==> config.mk <==
export PLATFORM = sky130hd
export DESIGN_NAME = frame_stream_reader
export DESIGN_NICKNAME = d
export VERILOG_FILES = /design/src/rtl/frame_stream_reader.sv
export SDC_FILE = /design/constraint.sdc
export NUM_CORES = 1
export LEC_CHECK = 0
export BUFFER_PORTS_ARGS = -buffer_cell sky130_fd_sc_hd__buf_2
export CAP_MARGIN = 10
export CORE_UTILIZATION = 50
export CTS_CLUSTER_DIAMETER = 80
export DETAILED_ROUTE_END_ITERATION = 16
export GPL_ROUTABILITY_DRIVEN = 0
export PLACE_DENSITY = 0.79
export SYNTH_ARGS = -nofsm -noshare
export SYNTH_HDL_FRONTEND = slang
export SYNTH_SLANG_ARGS = --single-unit
==> constraint.sdc <==
create_clock -name clk -period 4.7 [get_ports clk]
set_input_delay 0.94 -clock clk [delete_from_list [all_inputs] [get_ports clk]]
set_output_delay 0.94 -clock clk [all_outputs]
set_load 0.01 [all_outputs]
==> src/rtl/frame_stream_reader.sv <==
// Frame downloader: fetches a cropped frame window from SDRAM in fixed bursts
// and streams unpacked pixels, framed by start/row/end markers, into the display queue.
module frame_stream_reader #(
  parameter int ADDR_WIDTH   = 21,
  parameter int DATA_WIDTH   = 32,
  parameter int PIXEL_WIDTH  = 16,
  parameter int BURST_WORDS  = 8,
  parameter int FRAME_WIDTH  = 480,
  parameter int FRAME_HEIGHT = 272,
  parameter int ROW_STRIDE   = 320
) (
  input  logic                   clk,
  input  logic                   reset,
  input  logic                   start,
  input  logic                   abort,
  input  logic [ADDR_WIDTH-1:0]  base_addr,
  input  logic                   queue_full,
  output logic                   queue_wr_en,
  output logic [PIXEL_WIDTH:0]   queue_data,
  output logic                   read_rq,
  output logic [ADDR_WIDTH-1:0]  read_addr,
  input  logic                   read_ack,
  input  logic                   rd_data_valid,
  input  logic [DATA_WIDTH-1:0]  read_data,
  output logic                   busy,
  output logic                   download_done,
  output logic                   download_aborted
);
  localparam int PPW = DATA_WIDTH / PIXEL_WIDTH;
  localparam int WPR = FRAME_WIDTH / PPW;
  localparam int CW  = $clog2(FRAME_WIDTH + 1);
  localparam int RW  = $clog2(FRAME_HEIGHT + 1);
  localparam int BI  = $clog2(BURST_WORDS);
  localparam int BC  = $clog2(BURST_WORDS + 1);
  localparam int PI  = (PPW > 1) ? $clog2(PPW) : 1;
  localparam int WC  = $clog2(WPR + BURST_WORDS + 1);
  localparam logic [PIXEL_WIDTH:0] M_FSTART = {1'b1, {PIXEL_WIDTH{1'b0}}};
  localparam logic [PIXEL_WIDTH:0] M_RSTART = {1'b1, PIXEL_WIDTH'(1)};
  localparam logic [PIXEL_WIDTH:0] M_FEND   = {1'b1, {PIXEL_WIDTH{1'b1}}};

  typedef enum logic [2:0] {
    S_IDLE, S_FSTART, S_RSTART, S_REQ, S_RECV, S_DRAIN, S_FEND, S_DONE
  } state_t;

  state_t                  r_state, w_state_nxt;
  logic                    r_wr_en, r_read_rq, r_busy, r_done, r_aborted, r_abort_pend;
  logic [PIXEL_WIDTH:0]    r_qdata;
  logic [ADDR_WIDTH-1:0]   r_read_addr, r_row_addr, r_burst_addr;
  logic [RW-1:0]           r_row;
  logic [CW-1:0]           r_col;
  logic [WC-1:0]           r_wcol;
  logic [BI-1:0]           r_beat;
  logic [BC-1:0]           r_cnt, r_rd_word;
  logic [PI-1:0]           r_rd_pix;
  logic [DATA_WIDTH-1:0]   r_buf [BURST_WORDS];

  logic                    w_abort, w_keep, w_wr, w_latch, w_row_begin, w_acked, w_store;
  logic                    w_emit, w_next_burst, w_row_end, w_fin_abort, w_fin_done;
  logic [PIXEL_WIDTH:0]    w_wdata;
  logic [PIXEL_WIDTH-1:0]  w_pixel;

  // Abort stays latched once seen so an in-flight burst is still drained from memory.
  assign w_abort = (r_state != S_IDLE) && (abort || r_abort_pend);
  assign w_keep  = (WC'(r_beat) + r_wcol) < WC'(WPR);
  assign w_pixel = r_buf[r_rd_word[BI-1:0]][32'(r_rd_pix) * PIXEL_WIDTH +: PIXEL_WIDTH];

  always_ff @(posedge clk or posedge reset) begin
    if (reset) r_state <= S_IDLE;
    else       r_state <= w_state_nxt;
  end

  always_comb begin
    w_state_nxt  = r_state;
    w_wr         = 1'b0;
    w_wdata      = '0;
    w_latch      = 1'b0;
    w_row_begin  = 1'b0;
    w_acked      = 1'b0;
    w_store      = 1'b0;
    w_emit       = 1'b0;
    w_next_burst = 1'b0;
    w_row_end    = 1'b0;
    w_fin_abort  = 1'b0;
    w_fin_done   = 1'b0;
    case (r_state)
      S_IDLE: if (start && !abort) begin
        w_latch = 1'b1; w_state_nxt = S_FSTART;
      end
      S_FSTART: if (w_abort) begin
        w_fin_abort = 1'b1; w_state_nxt = S_IDLE;
      end else if (!queue_full) begin
        w_wr = 1'b1; w_wdata = M_FSTART; w_state_nxt = S_RSTART;
      end
      S_RSTART: if (w_abort) begin
        w_fin_abort = 1'b1; w_state_nxt = S_IDLE;
      end else if (!queue_full) begin
        w_wr = 1'b1; w_wdata = M_RSTART; w_row_begin = 1'b1; w_state_nxt = S_REQ;
      end
      S_REQ: if (read_ack) begin
        w_acked = 1'b1; w_state_nxt = S_RECV;
      end
      S_RECV: if (rd_data_valid) begin
        w_store = 1'b1;
        if (r_beat == BI'(BURST_WORDS - 1)) begin
          w_fin_abort = w_abort;
          w_state_nxt = w_abort ? S_IDLE : S_DRAIN;
        end
      end
      S_DRAIN: if (w_abort) begin
        w_fin_abort = 1'b1; w_state_nxt = S_IDLE;
      end else if (r_rd_word == r_cnt) begin
        if (r_col == CW'(FRAME_WIDTH)) begin
          w_row_end   = 1'b1;
          w_state_nxt = (r_row == RW'(FRAME_HEIGHT - 1)) ? S_FEND : S_RSTART;
        end else begin
          w_next_burst = 1'b1; w_state_nxt = S_REQ;
        end
      end else if (!queue_full) begin
        w_wr = 1'b1; w_wdata = {1'b0, w_pixel}; w_emit = 1'b1;
      end
      S_FEND: if (w_abort) begin
        w_fin_abort = 1'b1; w_state_nxt = S_IDLE;
      end else if (!queue_full) begin
        w_wr = 1'b1; w_wdata = M_FEND; w_state_nxt = S_DONE;
      end
      S_DONE: begin
        w_fin_done = 1'b1; w_state_nxt = S_IDLE;
      end
      default: w_state_nxt = S_IDLE;
    endcase
  end

  always_ff @(posedge clk or posedge reset) begin
    if (reset) begin
      r_wr_en <= 1'b0; r_qdata <= '0; r_read_rq <= 1'b0; r_read_addr <= '0;
      r_busy <= 1'b0; r_done <= 1'b0; r_aborted <= 1'b0; r_abort_pend <= 1'b0;
      r_row_addr <= '0; r_burst_addr <= '0; r_row <= '0; r_col <= '0; r_wcol <= '0;
      r_beat <= '0; r_cnt <= '0; r_rd_word <= '0; r_rd_pix <= '0;
    end else begin
      r_wr_en   <= w_wr;
      r_done    <= w_fin_done;
      r_aborted <= w_fin_abort;
      if (w_wr) r_qdata <= w_wdata;
      if (w_latch) begin
        r_busy <= 1'b1; r_row_addr <= base_addr; r_row <= '0;
      end else if (w_fin_abort || w_fin_done) begin
        r_busy <= 1'b0;
      end
      if (w_fin_abort || w_fin_done) r_abort_pend <= 1'b0;
      else if (r_busy && abort)      r_abort_pend <= 1'b1;
      if (w_row_begin) begin
        r_col <= '0; r_wcol <= '0; r_burst_addr <= r_row_addr;
        r_read_addr <= r_row_addr; r_read_rq <= 1'b1;
      end else if (w_next_burst) begin
        r_burst_addr <= r_burst_addr + ADDR_WIDTH'(BURST_WORDS);
        r_read_addr  <= r_burst_addr + ADDR_WIDTH'(BURST_WORDS);
        r_wcol       <= r_wcol + WC'(BURST_WORDS);
        r_read_rq    <= 1'b1;
      end else if (w_acked) begin
        r_read_rq <= 1'b0; r_beat <= '0; r_cnt <= '0; r_rd_word <= '0; r_rd_pix <= '0;
      end
      // Beats past the end of the row advance the beat count but are not buffered.
      if (w_store) begin
        r_beat <= r_beat + BI'(1);
        if (w_keep) r_cnt <= r_cnt + BC'(1);
      end
      if (w_emit) begin
        r_col <= r_col + CW'(1);
        if (r_rd_pix == PI'(PPW - 1)) begin
          r_rd_pix <= '0; r_rd_word <= r_rd_word + BC'(1);
        end else begin
          r_rd_pix <= r_rd_pix + PI'(1);
        end
      end
      if (w_row_end) begin
        r_row <= r_row + RW'(1); r_row_addr <= r_row_addr + ADDR_WIDTH'(ROW_STRIDE);
      end
    end
  end

  always_ff @(posedge clk) begin
    if (w_store && w_keep) r_buf[r_beat] <= read_data;
  end

  assign queue_wr_en      = r_wr_en;
  assign queue_data       = r_qdata;
  assign read_rq          = r_read_rq;
  assign read_addr        = r_read_addr;
  assign busy             = r_busy;
  assign download_done    = r_done;
  assign download_aborted = r_aborted;
endmodule

==> results of run 1 <==
-- area by class of cell --
cell class,instances,area (sq um)
repair buffers,120,646
clock inverters,21,244
flip-flops and latches,359,10300
multi-input cells,534,4320
inverters,12,47.5
clock buffers,45,997
diodes,2,5.00
fillers,2168,11800
well taps,384,480
-- synthesized netlist by cell type, drive strengths merged, types with 4 or more instances --
cell    number
o21ai       34
nor3        17
and2         5
or4          4
a22oi       35
and3         6
nand2      103
o211ai      16
xnor2       12
nor2        41
buf         14
nand4       16
edfxtp     256
nor2b        6
nand3       49
nor4         4
mux4        64
dfrtp      103
clkbuf      35
a31oi       18
or3          5
inv         12
xor2         9
a21oi       16
ha          10
o311ai      10
o21a        15
-- power groups by stage --
stage          registers [uW]  clock network (uW)  logic (uW)
4_1_cts                  3970                3020         949
3_3_place_gp             4020                   0         902
5_1_grt                  4010                3120        1040
6_report                 3980                2970         940
3_5_place_dp             4030                   0         938
2_1_floorplan            3980                   0         556
-- layout by cell type (no fill, tap or decap), drive strengths merged, types with 4 or more instances in the layout --
master / count
ha: 10
nor2b: 6
or4: 4
bufinv: 4
clkinv: 12
nand2: 103
nand4: 16
or3: 5
nor2: 41
a22oi: 35
xnor2: 12
a31oi: 18
o21ai: 34
and2: 5
nand3: 49
o311ai: 10
mux4: 64
buf: 120
xor2: 9
and3: 6
clkbuf: 45
edfxtp: 256
nor3: 17
nor4: 4
a21oi: 16
o211ai: 16
o21a: 15
dfrtp: 103
inv: 14
-- metrics by stage --
stage / worst slack (ps) / instance area (sq um)
5_1_grt: 1550 / 17000
6_report: 1770 / 17000
3_5_place_dp: 1440 / 15800
4_1_cts: 1750 / 17000
3_3_place_gp: 1520 / 15800
2_1_floorplan: 241 / 14800
-- metal layers --
layer	part of all wire (%)	routed length (um)	vias to the layer above	global-route usage, %
met4	2.9	963	2	8.37
li1	-	-	3973	-
met3	6.7	2220	87	4.10
met1	40	13200	4545	28.7
met2	50	16600	396	37.0
met5	0.036	12	-	0
-- cells by family after synthesis --
kind of cell | synth area share (%)
flip-flops | 69.6
AND/OR/NAND/NOR | 9.10
AO/OA/AOI/OAI | 7.46
multiplexers | 10.1
buffers and inverters | 1.67
XOR/XNOR | 1.25
adder cells (fa/ha/maj) | 0.849
-- final timing paths --
path | start | end | slack [ps] | cells after the start
worst max-delay path | r_state[2] | r_buf[7][21] | 1770 | 5
min in group asynchronous | reset | queue_data[10] | 520 | 2
worst min-delay path | r_row[8] | r_row[8] | 470 | 1
worst min register to register | r_row[8] | r_row[8] | 470 | 1
max in group asynchronous | reset | r_burst_addr[10] | 3300 | 3
worst max register to register | r_state[2] | r_buf[7][21] | 1770 | 5
-- sequential cells by signal, summed over array words and instances, names as in the netlist, 4 cells and up --
name	flops
r_cnt	4
r_wcol	5
r_row_addr	21
queue_data	17
r_row	9
r_burst_addr	21
r_col	9
r_buf	256
r_rd_word	4
-- worst max-delay path, cell delays in order (launching register included) --
cell     delay, ps
dfrtp_1        600
nor2b_1        270
and3b_1        290
and2_1         230
nand2_1        200
nor2_4         950
==> out/metrics.csv, run 1 <==
stage;metric;value;unit
power_and_ir_drop;seq_power_share;50.5;%
grt;grt_pass1_vias;9020;
timing;finalCritPeriodShare;62.4;%
yosys;syn_inst;954;
clocking;cts_made_buffers;38;
yosys;synth_top_cell_by_area;edfxtp_1;
critical_path;cp-end-kind;flip-flop;
critical_path;crit_path_max_fanout;32;
clocking;clkSlewWorstSetupHoldPaths;60;ps
clocking;clock-sinks;359;
placement;placed_cells;1409;
yosys;syn_nets;1024;
yosys;synth-seq-area-share;69.6;%
critical_path;start_kind;flip-flop;
yosys;async_reset_ff_share;28.7;%
critical_path;critPathKind;flip-flop to flip-flop;
timing;maxSlewHeadroom;20.0;%
yosys;yosysTopAreaCellShare;52.1;%
clocking;cts_root_buf;clkbuf_16;
power_and_ir_drop;combinationalPowerShare;11.9;%
yosys;synth_area_per_cell;15.5;sq um
die;io_pins;103;
status;outcome;finished clean;
die;die_w;174;um
timing;hold_ws;472;ps
cells_and_area;fin_nets;1135;
die;die-area;30200;sq um
timing;setup-tns-final;0;ps
cells_and_area;final_cells;1477;
cells_and_area;post-route-util;58.9;%
power_and_ir_drop;p_total;7880;uW
run;drv_cap;0;
grt;grt_max_degree;68;
power_and_ir_drop;power.switching;2080;uW
die;core_area;28900;sq um
routing;avgRoutedWirePerCell;22.4;um
yosys;synth.lib_cells_used.distinct;57;
power_and_ir_drop;powerDensity;464;nW/um^2
clocking;post_cts_buffers;0;
placement;portBuffers;102;
routing;drtPass1Iterations;7;
routing;drt_wl_total;33.1;mm
clocking;clockBufferDepth;3;
cells_and_area;area_growth;15.4;%
power_and_ir_drop;peakVddDrop;363;uV
yosys;ys.warnings.count;0;
grt;track_usage;22.0;%
timing;layout_min_cycle_time;2930;ps
placement;dp_hpwl;18.8;mm
yosys;syn-cell-area;14700;sq um
yosys;synth-edff-count;256;
grt;antenna_found_initial;3;
min_path;hp-class;flip-flop to flip-flop;
routing;drc;0;
clocking;tritoncts;done;
die;fp-row-count;62;
power_and_ir_drop;internal-power;5810;uW
timing;worst_pin_slew;1200;ps
routing;num_vias;9003;
clocking;cts_hold_buf;0;
critical_path;worstPathRequired;4850;ps
routing;drt-initial-drc-count;959;
power_and_ir_drop;p_leak;0.00603;uW
yosys;ys.flop_type;edfxtp_1;
critical_path;critPathArrivalTime;3080;ps
cells_and_area;drive_above_1_share;24.3;%
die;start_util;51.1;%
clocking;clk_latency;530;ps
power_and_ir_drop;power_frac_clock;37.6;%
timing;final_max_slew_viol_count;0;
clocking;cts_resized;0;
timing;setup_viol;0;
timing;rsz0062_at_grt;false;
grt;grt_overflow;0;
power_and_ir_drop;swShare;26.3;%
yosys;synth_area_leaders;edfxtp_1 (52%), dfrtp_1 (17%), mux4_2 (9.8%);
die;dieHeight;174;um
routing;ant_nets;0;
timing;finalHoldViolations;0;
timing;fin_skew;18.8;ps
clocking;htree_levels;2;
routing;viasPerCell;6.10;
timing;fmax;341;MHz
grt;grt_pass1_wl;51.0;mm
yosys;ys_seq_elements;359;
(Power assumes the default switching activity.)
==> run 2: changes to the inputs <==
- PLACE_DENSITY: 0.79 -> 0.76
- clock period: 4.7 -> 2.85 ns (I/O delays scaled with it)
==> run 2 against run 1 <==
Effect of this change: register-to-register slack worse by 1400 ps; cell area rose by 1.9%; largest cell class unchanged; worst setup slack got worse by 1400 ps; core utilization increased by 1.1 points.
==> out/metrics.csv, run 2 (synthesis gave the netlist of run 1 again) <==
stage;metric;value;unit
clocking;cts_made_buffers;37;
routing;num_vias;9015;
power_and_ir_drop;p_total;13300;uW
timing;setup-tns-final;0;ps
die;fp-row-count;62;
die;dieHeight;174;um
cells_and_area;fin_nets;1146;
routing;drc;0;
timing;worst_pin_slew;1000;ps
timing;hold_ws;58.1;ps
cells_and_area;drive_above_1_share;25.5;%
timing;finalCritPeriodShare;88.1;%
die;start_util;51.1;%
routing;avgRoutedWirePerCell;22.0;um
placement;portBuffers;102;
routing;dr.max_layer_used;met5;
timing;setup_viol;0;
routing;drt_wl_total;32.7;mm
cells_and_area;top_register;r_buf;
timing;fin_skew;25.3;ps
critical_path;start_kind;flip-flop;
routing;met3_length;2.33;mm
clocking;htree_levels;2;
clocking;clockBufferDepth;3;
routing;drtPass1Iterations;7;
timing;layout_min_cycle_time;2510;ps
grt;track_usage;22.2;%
routing;wl_met1;12.7;mm
run;drv_cap;0;
grt;grt_overflow;0;
die;core_area;28900;sq um
power_and_ir_drop;peakVddDrop;562;uV
clocking;clkSlewWorstSetupHoldPaths;60;ps
min_path;hp-class;input port to async pin;
timing;maxSlewHeadroom;33.1;%
grt;grt_pass1_vias;9159;
clocking;post_cts_buffers;0;
die;die_w;174;um
timing;fmax;398;MHz
timing;finalHoldViolations;0;
cells_and_area;biggestRegsByFlops;r_buf: 256 flops, r_burst_addr: 21 flops, r_row_addr: 21 flops;
cells_and_area;layout_common_cells;edfxtp_1 (256), nand2_1 (103), buf_2 (102);
critical_path;critPathArrivalTime;2950;ps
power_and_ir_drop;p_leak;0.00615;uW
timing;final_max_slew_viol_count;0;
clocking;clk_latency;550;ps
routing;drt-initial-drc-count;816;
status;outcome;finished clean;
critical_path;critPathKind;flip-flop to flip-flop;
routing;ant_nets;0;
critical_path;worstPathRequired;3290;ps
critical_path;cp-end-kind;flip-flop;
cells_and_area;final_common_cell;edfxtp_1;
timing;rsz0062_at_grt;false;
power_and_ir_drop;powerDensity;766;nW/um^2
grt;grt_pass1_wl;51.4;mm
grt;grt_max_degree;69;
clocking;clock-sinks;359;
grt;antenna_found_initial;2;
cells_and_area;area_growth;17.5;%
critical_path;rr_worst_depth;5;
cells_and_area;largest_reg_flops;256;
die;io_pins;103;
placement;dp_hpwl;18.7;mm
routing;dr_wl_met2;16.8;mm
die;die-area;30200;sq um
clocking;cts_root_buf;clkbuf_16;
clocking;cts_resized;0;
critical_path;crit_path_max_fanout;13;
clocking;tritoncts;done;
routing;viasPerCell;6.05;
clocking;cts_hold_buf;0;
## run 2: path summary, 6_finish.rpt
check,startpoint,to,slack (ps)
setup / recovery,r_state[0],r_burst_addr[12],340
hold / removal,reset,queue_data[3],60
setup reg to reg,r_state[0],r_burst_addr[12],340
hold reg to reg,r_row[8],r_row[8],470
max in group asynchronous,reset,r_burst_addr[13],2130
min in group clk,base_addr[0],r_row_addr[0],230
## run 2: routing by layer
| layer | GRT usage (%) | vias up |
|---|---|---|
| li1 | - | 3987 |
| met1 | 28.7 | 4588 |
| met2 | 38.3 | 372 |
| met3 | 3.88 | 66 |
| met4 | 7.24 | 2 |
| met5 | 0 | - |
## run 2: power by group
group	total [uW]	switching (uW)	internal (uW)
Sequential	6570	527	6040
Combinational	1570	896	674
Clock	5140	2060	3080
## run 2: critical path, cell delays in order, from the launching register on
cell	delay, ps
dfrtp_1	580
or4b_4	530
nor2_1	180
nand3_1	420
or4_1	610
o211ai_1	100
## run 2: layout make-up
type / instances / area [sq um]
clock inverters: 22 / 324
inverters: 12 / 48.8
fillers: 2118 / 11500
clock buffers: 45 / 996
diodes: 1 / 2.50
repair buffers: 132 / 861
flip-flops and latches: 359 / 10300
well taps: 384 / 480
multi-input cells: 534 / 4340
## run 2: per-stage QoR
step,instance area (sq um),util (%),cells,worst slack (ps)
floorplan,14800,-,954,36.9
global placement,16000,55.5,1421,297
detailed placement,16000,55.5,1421,273
CTS,17300,60.0,1488,342
global route,17300,60.0,1489,158
finish,17300,60.0,1489,340
